### src/rtl/mips_boot_pkg.sv
// Shared types and defaults for the iitk_mini_mips boot/run sequencer.
package mips_boot_pkg;

  localparam int unsigned ADDR_W_DEFAULT    = 12;
  localparam int unsigned DATA_W_DEFAULT    = 32;
  localparam logic [31:0] TEXT_BASE_DEFAULT = 32'h0040_0000;

  typedef enum logic [2:0] {
    ST_IDLE   = 3'd0,
    ST_LOAD   = 3'd1,
    ST_SETTLE = 3'd2,
    ST_RUN    = 3'd3,
    ST_DONE   = 3'd4
  } boot_state_e;

endpackage

### src/rtl/sat_counter.sv
// Saturating up-counter with synchronous clear.
module sat_counter #(
  parameter int unsigned W = 16
) (
  input  logic         i_clk,
  input  logic         i_reset,
  input  logic         i_clear,
  input  logic         i_en,
  output logic [W-1:0] o_count
);

  logic [W-1:0] r_count;

  // Count up on enable, stick at all-ones.
  always_ff @(posedge i_clk) begin
    if (i_reset || i_clear) begin
      r_count <= '0;
    end else if (i_en && (r_count != '1)) begin
      r_count <= r_count + W'(1);
    end
  end

  assign o_count = r_count;

endmodule

### src/rtl/imem_boot_loader.sv
// Loads a streamed program into iitk_mini_mips instruction memory, runs the
// core, and stops it on reaching the end PC or when the cycle budget runs out.
module imem_boot_loader
  import mips_boot_pkg::*;
#(
  parameter int unsigned ADDR_W    = ADDR_W_DEFAULT,
  parameter int unsigned DATA_W    = DATA_W_DEFAULT,
  parameter logic [31:0] TEXT_BASE = TEXT_BASE_DEFAULT,
  parameter int unsigned CYC_W     = 16
) (
  input  logic              clk,
  input  logic              reset,
  input  logic              start,
  input  logic [ADDR_W:0]   load_count,
  input  logic [CYC_W-1:0]  max_cycles,
  input  logic              in_valid,
  input  logic [DATA_W-1:0] in_data,
  output logic              in_ready,
  input  logic [31:0]       pc_out,
  output logic              core_reset,
  output logic              init_mode,
  output logic              write_enable,
  output logic [ADDR_W-1:0] init_address,
  output logic [DATA_W-1:0] init_instruction,
  output logic              busy,
  output logic              done,
  output logic              timeout,
  output logic [CYC_W-1:0]  run_cycles
);

  localparam int unsigned CNT_W = ADDR_W + 1;
  localparam int unsigned RC_W  = CYC_W + 1;
  localparam logic [CNT_W-1:0] MAX_COUNT = CNT_W'(1) << ADDR_W;

  boot_state_e       r_state,  w_nx_state;
  logic              r_in_ready, w_nx_in_ready;
  logic              r_core_reset, w_nx_core_reset;
  logic              r_init_mode, w_nx_init_mode;
  logic              r_we, w_nx_we;
  logic [ADDR_W-1:0] r_init_address, w_nx_addr;
  logic [DATA_W-1:0] r_init_instruction, w_nx_data;
  logic              r_busy, w_nx_busy;
  logic              r_done, w_nx_done;
  logic              r_timeout, w_nx_timeout;
  logic [CNT_W-1:0]  r_index, w_nx_index;
  logic [CNT_W-1:0]  r_count, w_nx_count;
  logic [CYC_W-1:0]  r_max_cycles, w_nx_max;

  logic              w_cnt_clear;
  logic              w_cnt_en;
  logic [CYC_W-1:0]  w_run_cycles;
  logic [RC_W-1:0]   w_run_next;
  logic [CNT_W-1:0]  w_count_clamped;
  logic [CNT_W-1:0]  w_index_inc;
  logic [31:0]       w_end_pc;
  logic              w_handshake;

  assign w_count_clamped = (load_count > MAX_COUNT) ? MAX_COUNT : load_count;
  assign w_index_inc     = r_index + CNT_W'(1);
  assign w_end_pc        = TEXT_BASE + (32'(r_count) << 2);
  assign w_handshake     = in_valid && r_in_ready;
  assign w_run_next      = {1'b0, w_run_cycles} + RC_W'(1);
  // Only cycles in which the core is actually out of reset are counted.
  assign w_cnt_en        = (r_state == ST_RUN) && !r_core_reset;

  sat_counter #(.W(CYC_W)) u_run_cnt (
    .i_clk   (clk),
    .i_reset (reset),
    .i_clear (w_cnt_clear),
    .i_en    (w_cnt_en),
    .o_count (w_run_cycles)
  );

  // State and registered outputs.
  always_ff @(posedge clk) begin
    if (reset) begin
      r_state            <= ST_IDLE;
      r_in_ready         <= 1'b0;
      r_core_reset       <= 1'b1;
      r_init_mode        <= 1'b1;
      r_we               <= 1'b0;
      r_init_address     <= '0;
      r_init_instruction <= '0;
      r_busy             <= 1'b0;
      r_done             <= 1'b0;
      r_timeout          <= 1'b0;
      r_index            <= '0;
      r_count            <= '0;
      r_max_cycles       <= '0;
    end else begin
      r_state            <= w_nx_state;
      r_in_ready         <= w_nx_in_ready;
      r_core_reset       <= w_nx_core_reset;
      r_init_mode        <= w_nx_init_mode;
      r_we               <= w_nx_we;
      r_init_address     <= w_nx_addr;
      r_init_instruction <= w_nx_data;
      r_busy             <= w_nx_busy;
      r_done             <= w_nx_done;
      r_timeout          <= w_nx_timeout;
      r_index            <= w_nx_index;
      r_count            <= w_nx_count;
      r_max_cycles       <= w_nx_max;
    end
  end

  // Next state and next output values.
  always_comb begin
    w_nx_state      = r_state;
    w_nx_in_ready   = r_in_ready;
    w_nx_core_reset = r_core_reset;
    w_nx_init_mode  = r_init_mode;
    w_nx_we         = 1'b0;
    w_nx_addr       = r_init_address;
    w_nx_data       = r_init_instruction;
    w_nx_done       = r_done;
    w_nx_timeout    = r_timeout;
    w_nx_index      = r_index;
    w_nx_count      = r_count;
    w_nx_max        = r_max_cycles;
    w_cnt_clear     = 1'b0;

    unique case (r_state)
      ST_IDLE, ST_DONE: begin
        w_nx_core_reset = 1'b1;
        w_nx_init_mode  = 1'b1;
        w_nx_in_ready   = 1'b0;
        if (start && (load_count != '0)) begin
          w_nx_state    = ST_LOAD;
          w_nx_in_ready = 1'b1;
          w_nx_done     = 1'b0;
          w_nx_timeout  = 1'b0;
          w_nx_index    = '0;
          w_nx_count    = w_count_clamped;
          w_nx_max      = max_cycles;
          w_cnt_clear   = 1'b1;
        end
      end
      ST_LOAD: begin
        if (w_handshake) begin
          w_nx_we    = 1'b1;
          w_nx_addr  = ADDR_W'(r_index);
          w_nx_data  = in_data;
          w_nx_index = w_index_inc;
          if (w_index_inc == r_count) begin
            w_nx_in_ready = 1'b0;
            w_nx_state    = ST_SETTLE;
          end
        end
      end
      ST_SETTLE: begin
        w_nx_init_mode  = 1'b0;
        w_nx_core_reset = 1'b1;
        w_nx_state      = ST_RUN;
      end
      ST_RUN: begin
        w_nx_core_reset = 1'b0;
        w_nx_init_mode  = 1'b0;
        if (!r_core_reset) begin
          // Halt takes priority over an expiring budget.
          if (pc_out == w_end_pc) begin
            w_nx_state      = ST_DONE;
            w_nx_done       = 1'b1;
            w_nx_core_reset = 1'b1;
            w_nx_init_mode  = 1'b1;
          end else if ((r_max_cycles != '0) && (w_run_next == {1'b0, r_max_cycles})) begin
            w_nx_state      = ST_DONE;
            w_nx_timeout    = 1'b1;
            w_nx_core_reset = 1'b1;
            w_nx_init_mode  = 1'b1;
          end
        end
      end
      default: begin
        w_nx_state = ST_IDLE;
      end
    endcase

    w_nx_busy = (w_nx_state == ST_LOAD) || (w_nx_state == ST_SETTLE) ||
                (w_nx_state == ST_RUN);
  end

  assign in_ready         = r_in_ready;
  assign core_reset       = r_core_reset;
  assign init_mode        = r_init_mode;
  assign write_enable     = r_we;
  assign init_address     = r_init_address;
  assign init_instruction = r_init_instruction;
  assign busy             = r_busy;
  assign done             = r_done;
  assign timeout          = r_timeout;
  assign run_cycles       = w_run_cycles;

endmodule

### config.mk
export PLATFORM = sky130hd
export DESIGN_NAME = imem_boot_loader
export DESIGN_NICKNAME = d
export VERILOG_FILES = /design/src/rtl/mips_boot_pkg.sv /design/src/rtl/sat_counter.sv /design/src/rtl/imem_boot_loader.sv
export SDC_FILE = /design/constraint.sdc
export NUM_CORES = 1
export LEC_CHECK = 0
export CAP_MARGIN = 20
export CORE_MARGIN = 5
export CORE_UTILIZATION = 43
export CTS_CLUSTER_SIZE = 8
export DETAILED_ROUTE_END_ITERATION = 10
export HOLD_SLACK_MARGIN = 0.06
export PLACE_DENSITY = 0.77
export SLEW_MARGIN = 20
export SYNTH_ARGS = -nofsm -noshare
export SYNTH_HDL_FRONTEND = slang
export SYNTH_SLANG_ARGS = --single-unit
### constraint.sdc
create_clock -name clk -period 2.51 [get_ports clk]
set_input_delay 0.502 -clock clk [delete_from_list [all_inputs] [get_ports clk]]
set_output_delay 0.502 -clock clk [all_outputs]
set_load 0.05 [all_outputs]
### After elaboration in Yosys (flattened, before gate mapping)

Cells that the tools add are included.

| storage, ports and cells | value |
|---|---|
| input port bits | 97 |
| register bits | 112 |
| output and inout port bits | 67 |

| cells by class | value |
|---|---|
| mux-type cells | 30 |
| equality and inequality tests | 18 |
| magnitude comparators | 1 |
| reductions and logical operators | 25 |
| add/sub/neg operators | 4 |
| bitwise gates (word level) | 1 |

Operators with widths:

| kind | count |
|---|---|
| 2-to-1 mux 13 bit | 3 |
| == test 32 x 24 -> 1 bit | 1 |
| case mux 13 bit (2 select lines) | 1 |
| adder 23 x 15 -> 24 bit (first input constant) | 1 |
| 2-to-1 mux 3 bit | 6 |
| adder 16 x 1 -> 17 bit (second input constant) | 1 |
| == test 17 x 16 -> 1 bit | 1 |
| adder 16 x 1 -> 16 bit (second input constant) | 1 |
| != test 16 bit (second input constant) | 1 |
| nonzero test 16 bit | 1 |
| 2-to-1 mux 1 bit | 14 |
| adder 13 x 1 -> 13 bit (second input constant) | 1 |
| == test 13 bit | 1 |
| greater-than comparator 13 bit (second input constant) | 1 |
| nonzero test 13 bit | 1 |
| == test 3 x 2 -> 1 bit (second input constant) | 4 |
| case mux 3 bit (4 select lines) | 1 |
| != test 2 bit (second input constant) | 5 |
| case mux 1 bit (2 select lines) | 4 |
| == test 3 x 1 -> 1 bit (second input constant) | 2 |
| AND reduction 3 bit | 2 |
| nonzero test 2 bit | 3 |
| logical AND 1 bit | 5 |
| AND reduction 5 bit | 1 |
| 12 further kinds | 17 |

### Longest topological paths before layout

Gate-level depths: netlist of the first run.

| logic depth | value |
|---|---|
| depth in word-level cells | 10 |
| mapped depth | 9 |
| depth with buffers taken out | 8 |

### Hierarchy

Synthesis of the first run repeated with hierarchy kept, for this count alone.

| unflattened totals | value |
|---|---|
| cell total of the unflattened synthesis | 723 |
| area, all modules | 5721.7 um2 |

By module, submodules not included:

| module | seq. area each (um2) | times used | cells an instance | area an instance (um2) |
|---|---|---|---|---|
| imem_boot_loader | 1921.8 | 1 | 628 | 4874.7 |
| sat_counter | 320.3 | 1 | 95 | 847.1 |

### Least setup slack after synthesis of the first run

Ideal clock, no wire load.

| path | value |
|---|---|
| kind | reg2reg |
| start | register u_run_cnt.r_count[0], in the netlist u_run_cnt.o_count[0] |
| end | register r_state[1] |
| cell stages (with the launch flop) | 9 |
| arrival | 2666 ps |
| buffers on the path | 0 |
| period minus slack after synthesis | 2800 ps |
| setup slack | -290 ps |
| path through | dfxtp_1 > ha_1 > nand3_1 > nand2b_4 > or4_4 > a2111oi_4 > a41oi_1 > nor3_1 > a2111oi_2 |

| on the way | value |
|---|---|
| longest elaborated chain between the ends | 7 |

RTL lines:

| what | line | text |
|---|---|---|
| start: declaration | sat_counter.sv:12 | `logic [W-1:0] r_count;` |
| start signal: assignment | sat_counter.sv:19 | `r_count <= r_count + W'(1);` |
| adder 16 x 1 -> 17 bit | imem_boot_loader.sv:62 | `assign w_run_next = {1'b0, w_run_cycles} + RC_W'(1);` |
| == test 17 x 16 -> 1 bit | imem_boot_loader.sv:166 | `end else if ((r_max_cycles != '0) && (w_run_next == {1'b0, r_max_cycles})) begin` |
| logical AND 1 bit | imem_boot_loader.sv:166 |  |
| 2-to-1 mux 3 bit | imem_boot_loader.sv:166 |  |
| 2-to-1 mux 3 bit | imem_boot_loader.sv:161 | `if (pc_out == w_end_pc) begin` |
| 2-to-1 mux 3 bit | imem_boot_loader.sv:159 | `if (!r_core_reset) begin` |
| case mux 3 bit (4 select lines) | imem_boot_loader.sv:123 | `unique case (r_state)` |
| end signal: assignment | imem_boot_loader.sv:91 | `r_state <= w_nx_state;` |
| end: declaration | imem_boot_loader.sv:35 | `boot_state_e r_state, w_nx_state;` |

No other way between the ends.
A chain may end at the register's enable or synchronous reset.

### Worst setup path after layout of the first run

| path | value |
|---|---|
| start | register u_run_cnt.r_count[2], in the netlist u_run_cnt.o_count[2] |
| end | register r_timeout, in the netlist timeout |

| on the way | value |
|---|---|
| longest elaborated chain between the ends | 5 |

RTL lines:

| what | line | text |
|---|---|---|
| adder 16 x 1 -> 17 bit | imem_boot_loader.sv:62 |  |
| == test 17 x 16 -> 1 bit | imem_boot_loader.sv:166 |  |
| logical AND 1 bit | imem_boot_loader.sv:166 |  |
| != test 2 x 1 -> 1 bit (no line) | - |  |
| AND reduction 5 bit (no line) | - |  |
| end signal: assignment | imem_boot_loader.sv:100 | `r_timeout <= w_nx_timeout;` |
| end: declaration | imem_boot_loader.sv:44 | `logic r_timeout, w_nx_timeout;` |

No other way between the ends.

==> flow_metrics.py, run 1 <==
metrics = {
    "global_routing": {
        "grt_util_met1": 0.262,
        "grt_overflow": 0,
        "grt_max_degree": 69,
        "antenna_found_initial": 0,
        "use_met2": 0.385,
        "grt_pass1_wl_um": 26300,
        "grt_pass1_vias": 5469,
        "top_usage_layer": "met2",
        "grt_util_met3": 0.0348,
        "grt_usage": 0.218,
    },
    "drt": {
        "vias": 5591,
        "drtAntennaViolNets": 0,
        "dr.pass1.iters": 5,
        "avgRoutedWirePerCell_um": 16.5,
        "drt-initial-drc-count": 443,
        "drc": 0,
        "viasPerCell": 5.50,
        "drt_wl_total_um": 16700,
    },
    "layout": {
        "layout.nets": 943,
        "finalCoreUtilization": 0.642,
        "finalInstanceArea_sq_um": 7810,
        "syn2layout_area_growth_pct": 44.9,
        "drive_gt1_frac": 0.125,
        "regArea_sq_um": 2270,
        "multi_input_area_sq_um": 3030,
        "nFillCells": 1017,
        "antenna_cells": 0,
        "final_cells": 1017,
    },
    "clocking": {
        "cts_hold_buf": 0,
        "cts_made_buffers": 9,
        "htreeDepth": 3,
        "cts_sinks": 112,
        "cts_tree": "done",
        "clk_pin_slew_ps": 80,
        "clock_latency_ps": 360,
        "root_buffer": "clkbuf_16",
        "clk_path_buf_depth": 2,
    },
    "die": {
        "core_sq_um": 12200,
        "die_x_um": 122,
        "io-pin-count": 164,
        "die-area_sq_um": 14900,
        "num_rows": 40,
        "die_h_um": 122,
        "start_util": 0.443,
    },
    "placed_design": {
        "dp_cells": 999,
        "placed_area_sq_um": 7370,
        "portBuffers": 163,
        "gp_routability_congestion": 0.924,
        "hpwl_um": 12300,
    },
    "pwr": {
        "max-vdd-ir-drop_mv": 0.415,
        "p_leak_uw": 0.00268,
        "powerDensity_nw_per_um2": 484,
    },
    "synth": {
        "async_flop_share": 0,
        "postSynthNetCount": 773,
        "synth_area_per_cell_sq_um": 8.00,
        "yosysMostFrequentCell": "nand2_1",
        "synth_commonest_cells": "nand2_1, dfxtp_1, a21oi_1",
        "netlist_area_sq_um": 5390,
        "synthCells": 674,
        "synthFlopType": "dfxtp_1",
        "synthTopCellsByArea": "dfxtp_1, nand2_1, a21oi_1",
        "synth_edf_count": 0,
        "synth_top_area_frac": 0.416,
        "synth.distinct_cells": 61,
        "yosys_warnings": 0,
        "ys_ff_latch": 112,
        "post-synth-top-area-cell": "dfxtp_1",
        "ys_seq_area_frac": 0.416,
    },
    "sta": {
        "relSlewSlack": 0.613,
        "rsz0062_at_grt": "yes",
        "tightestPinTransition_ps": 576,
        "finalSetupTns_ps": 0,
        "setup_viol": 0,
        "max_freq_ghz": 0.404,
        "hold_viol": 0,
        "holdWs_ps": 455,
        "min_period_over_period": 0.987,
        "fin_crit_ps": 2480,
        "skew_ps": 10.1,
        "slew_viol_final": 0,
    },
    "min_path": {
        "hp-start": "init_instruction[12]",
        "min_path_type": "flop to flop",
        "min_to": "init_instruction[12]",
        "holdPathStages": 2,
    },
    "critical_path": {
        "timing_worst_setup_path_type": "flop to flop",
        "r2r_cells": 8,
        "cp.required_ps": 2810,
        "crit_arrival_ps": 2780,
        "start_kind": "flop",
        "worstPathMaxFanout": 6,
        "rrSetupSlack_ps": 30,
        "r2r-end": "timeout",
        "end_kind": "flop",
        "r2r_start": "u_run_cnt.o_count[2]",
    },
    "run_status": {
        "status": "finished clean",
    },
    "job": {
        "maxCapViolations": 0,
    },
}
## per-layer routing
layer	routed length (um)	vias up	share of wire
met3	871	30	0.052
li1	-	2698	-
met4	435	0	0.026
met1	6670	2679	0.40
met5	0	-	0
met2	8760	184	0.52
## cells by family after synthesis
| kind of cell | share of synthesized area |
|---|---|
| and+or+nand+nor | 0.260 |
| AOI/OAI and AO/OA | 0.173 |
| DFF | 0.416 |
| xor gates and xnor gates | 0.0943 |
| buffers and inverters | 0.0462 |
| muxes | 0.00557 |
| adders and majority gates | 0.00464 |
## cell usage in the layout (no fill, tap or decap), types with 4 or more instances in the layout
master and instances:
clkdlybuf4s50_1 162, nand2_1 142, dfxtp_1 101, a21oi_1 88, buf_4 39, nor2_1 38
xnor2_1 37, xor2_1 21, o21ai_0 21, nor3_1 15, nor4_1 15, nand3_1 14
nand4_1 12, a22o_1 12, or3_1 10, clkbuf_16 10, inv_1 6, dfxtp_2 6
dfxtp_4 5, o211ai_1 4
## through the flow
stage / worst slack, ps / power, uW
2_1_floorplan: 39.0 / 2120
3_3_place_gp: -284 / 2380
3_5_place_dp: -338 / 2390
4_1_cts: 6.47 / 3790
5_1_grt: -91.5 / 3920
6_report: 32.1 / 3780
## worst max path at each step
stage	from	to	slack, ps	cells past startpoint
after floorplan	u_run_cnt.o_count[8]	r_state[1]	40	8
after CTS	load_count[1]	r_index[9]	6	9
after detailed placement	load_count[1]	r_count[11]	-340	9
after global placement	load_count[1]	r_count[6]	-280	9
after global routing	u_run_cnt.o_count[2]	timeout	-90	8
final	u_run_cnt.o_count[2]	timeout	30	8
## sequential cells by signal, summed over array words and instances, names as in the netlist
name and flops:
core_reset 1, u_run_cnt.o_count 16, r_index 13, r_max_cycles 16, r_state 3, busy 1, timeout 1, init_mode 1
r_count 13, init_address 12, write_enable 1, done 1, init_instruction 32, in_ready 1
## layout make-up
cell class	instances	area share
flip-flops and latches	112	0.290
repair buffers	206	0.254
well taps	168	0.0269
inverters	7	0.00336
multi-input cells	508	0.388
clock inverters	5	0.00465
clock buffers	11	0.0325
## critical path: stages, from the launching register on
cell,delay [ps]
dfxtp_2,350
buf_4,160
nand4_1,240
nor4_1,440
xnor2_1,180
a2111oi_4,350
nand4_1,240
nor4_2,310
o21a_1,150
## power breakdown
group	internal, uW	switching, uW	leakage (uW)
clock	741	674	0.000145
combinational	271	244	0.00162
sequential	1810	43.0	0.000914
## repair_timing
action / CTS / global route
buffers inserted: 0 / 2
gates resized for setup: 1 / 27
pin swaps: 0 / 7
setup endpoints to repair: 1 / 47
Power figures use the tool's default switching activity.
==> inputs of run 2 (changes only) <==
- ABC_AREA: unset -> 1
- PLACE_DENSITY: 0.77 -> 0.76
==> run 2 against run 1 <==
Effect of this change:
- first-iteration DRC count decreased by 9.3%
- count of clock-buffer cells in the layout fell by 1
- global-route usage shrank 0.91 points
- sequential power is 4% higher
- worst setup slack gained 190 ps
==> flow_metrics.py, run 2 <==
metrics = {
    "run_status": {
        "status": "finished clean",
    },
    "critical_path": {
        "crit_family": "simple AND/OR/NAND/NOR gates",
        "crit_cells": 14,
        "timing_worst_setup_path_type": "flop to flop",
        "cp_slowest_cell": "dfxtp_1",
        "worst_path_largest_cell_delay_ps": 420,
        "end_kind": "flop",
        "start_kind": "flop",
        "crit_arrival_ps": 2530,
        "cp.required_ps": 2760,
        "path_buf_inv": 1,
        "r2r_cells": 14,
        "crit_chain": "ha_1 > nand2_2 > nor2_4 > inv_1 > nand3_1 > nand3_1 > nor2_1 > nand3_1 > nor2_1 > nand3_1 > a21oi_2 > nand2_1 > nor2_1 > nor2_1",
        "worstPathMaxFanout": 7,
    },
    "global_routing": {
        "grt_overflow": 0,
        "grt_max_degree": 41,
        "antenna_found_initial": 0,
        "grt_pass1_vias": 5611,
        "grt_pass1_wl_um": 27000,
        "grt_usage": 0.209,
    },
    "synth": {
        "ys_ff_latch": 112,
        "post-synth-top-area-cell": "dfxtp_1",
        "synthTopCellsByArea": "dfxtp_1, nand2_1, nor2_1",
        "synth_commonest_cells": "nand2_1, nor2_1, dfxtp_1",
        "netlist_area_sq_um": 5660,
        "yosysMostFrequentCell": "nand2_1",
        "ys_seq_area_frac": 0.396,
        "synth_area_per_cell_sq_um": 6.64,
        "yosys_warnings": 0,
        "synthFlopType": "dfxtp_1",
        "synthCells": 852,
        "synth.distinct_cells": 33,
        "async_flop_share": 0,
        "synth_edf_count": 0,
        "synth_top_area_frac": 0.396,
        "postSynthNetCount": 951,
    },
    "drt": {
        "viasPerCell": 4.99,
        "avgRoutedWirePerCell_um": 13.9,
        "dr.pass1.iters": 5,
        "drtAntennaViolNets": 0,
        "drt-initial-drc-count": 402,
        "drc": 0,
        "drt_wl_total_um": 16600,
        "vias": 5972,
    },
    "clocking": {
        "clock_latency_ps": 360,
        "clk_path_buf_depth": 2,
        "cts_made_buffers": 9,
        "htreeDepth": 3,
        "root_buffer": "clkbuf_16",
        "cts_tree": "done",
        "cts_sinks": 112,
        "cts_hold_buf": 0,
        "clk_pin_slew_ps": 80,
        "ctsResizeCount": 0,
        "postCtsSetupBuffers": 0,
    },
    "sta": {
        "tightestPinTransition_ps": 616,
        "hold_viol": 0,
        "finalSetupTns_ps": 0,
        "relSlewSlack": 0.589,
        "fin_crit_ps": 2290,
        "rsz0062_at_grt": "no",
        "max_freq_ghz": 0.438,
        "min_period_over_period": 0.911,
        "holdWs_ps": 482,
        "finalWorstSetupSlack_ps": 224,
        "setup_viol": 0,
        "skew_ps": 11.0,
        "slew_viol_final": 0,
    },
    "job": {
        "maxCapViolations": 0,
    },
    "pwr": {
        "power_uw": 4110,
        "powerDensity_nw_per_um2": 524,
        "p_leak_uw": 0.00322,
        "max-vdd-ir-drop_mv": 0.398,
    },
    "die": {
        "num_rows": 42,
        "die_x_um": 125,
        "die_h_um": 125,
        "die-area_sq_um": 15500,
        "start_util": 0.432,
        "io-pin-count": 164,
        "core_sq_um": 13100,
    },
    "layout": {
        "drive_gt1_frac": 0.0804,
        "largest_register_ffs": 32,
        "syn2layout_area_growth_pct": 38.8,
        "final_common_cell": "nand2_1",
        "antenna_cells": 0,
        "layout.nets": 1114,
        "final_cell_mix": "nand2_1, clkdlybuf4s50_1, nor2_1, dfxtp_1, o21ai_0",
    },
    "min_path": {
        "holdPathStages": 2,
        "min_path_type": "flop to flop",
    },
    "placed_design": {
        "hpwl_um": 12700,
        "pre_cts_ws_ps": -119,
        "gp_routability_congestion": 0.927,
        "portBuffers": 163,
    },
}
run 2: cell count changes after synthesis, sizes merged, moves of 11 or more:
cell | before | now
nand3 | 16 | 70
nand2 | 142 | 193
nor4 | 19 | 6
xnor2 | 37 | 2
nor3 | 18 | 6
a21oi | 90 | 39
nor2 | 40 | 146
xor2 | 21 | 5
inv | 7 | 90
o22ai | 1 | 12
o21ai | 22 | 94
or3 | 12 | 0
clkbuf | 35 | 23
run 2: cell families after synthesis:
family          share of synthesized area
buf+inv                            0.0821
xor+xnor                           0.0148
compound gates                      0.145
flops                               0.396
simple gates                        0.357
fa+ha+maj                         0.00442
run 2: area by class of cell:
cell class	instances	area [sq um]
clock buffer	10	239
clock inverter	6	58.8
fill	1205	5240
inverter	90	338
multi-input combinational	620	2960
sequential	112	2240
tap	176	220
timing repair buffer	182	1790
run 2: report_power, final:
part	internal (uW)	switching, uW
clock network	729	724
registers	1850	62.7
logic	326	416
total	2910	1200
run 2: final timing paths:
path              slack (ps)        from   endpoint
hold reg to reg          480   init_mode  init_mode
setup / recovery         220  r_index[1]       busy
hold / removal           480   init_mode  init_mode
setup reg to reg         220  r_index[1]       busy
run 2: routing by layer:
layer  wire [um]  global-route usage  part of all wire
met3        1570              0.0789             0.095
met5           0                   0                 0
met4         306              0.0716             0.018
met1        7350               0.261              0.44
met2        7340               0.333              0.44
run 2: worst reg2reg max path, delay by kind of cell, from the launching register on:
family | cells | cell delay (ps)
and+or+nand+nor | 11 | 1200
DFF | 1 | 420
adders and majority gates | 1 | 260
AOI/OAI and AO/OA | 1 | 200
buffers and inverters | 1 | 110
run 2: stage by stage:
stage | cell area (sq um) | utilization | instances
2_1_floorplan | 5660 | - | 852
3_3_place_gp | 7540 | 0.576 | 1180
3_5_place_dp | 7540 | 0.576 | 1180
4_1_cts | 7840 | 0.599 | 1196
5_1_grt | 7850 | 0.600 | 1196
6_report | 7850 | 0.600 | 1196
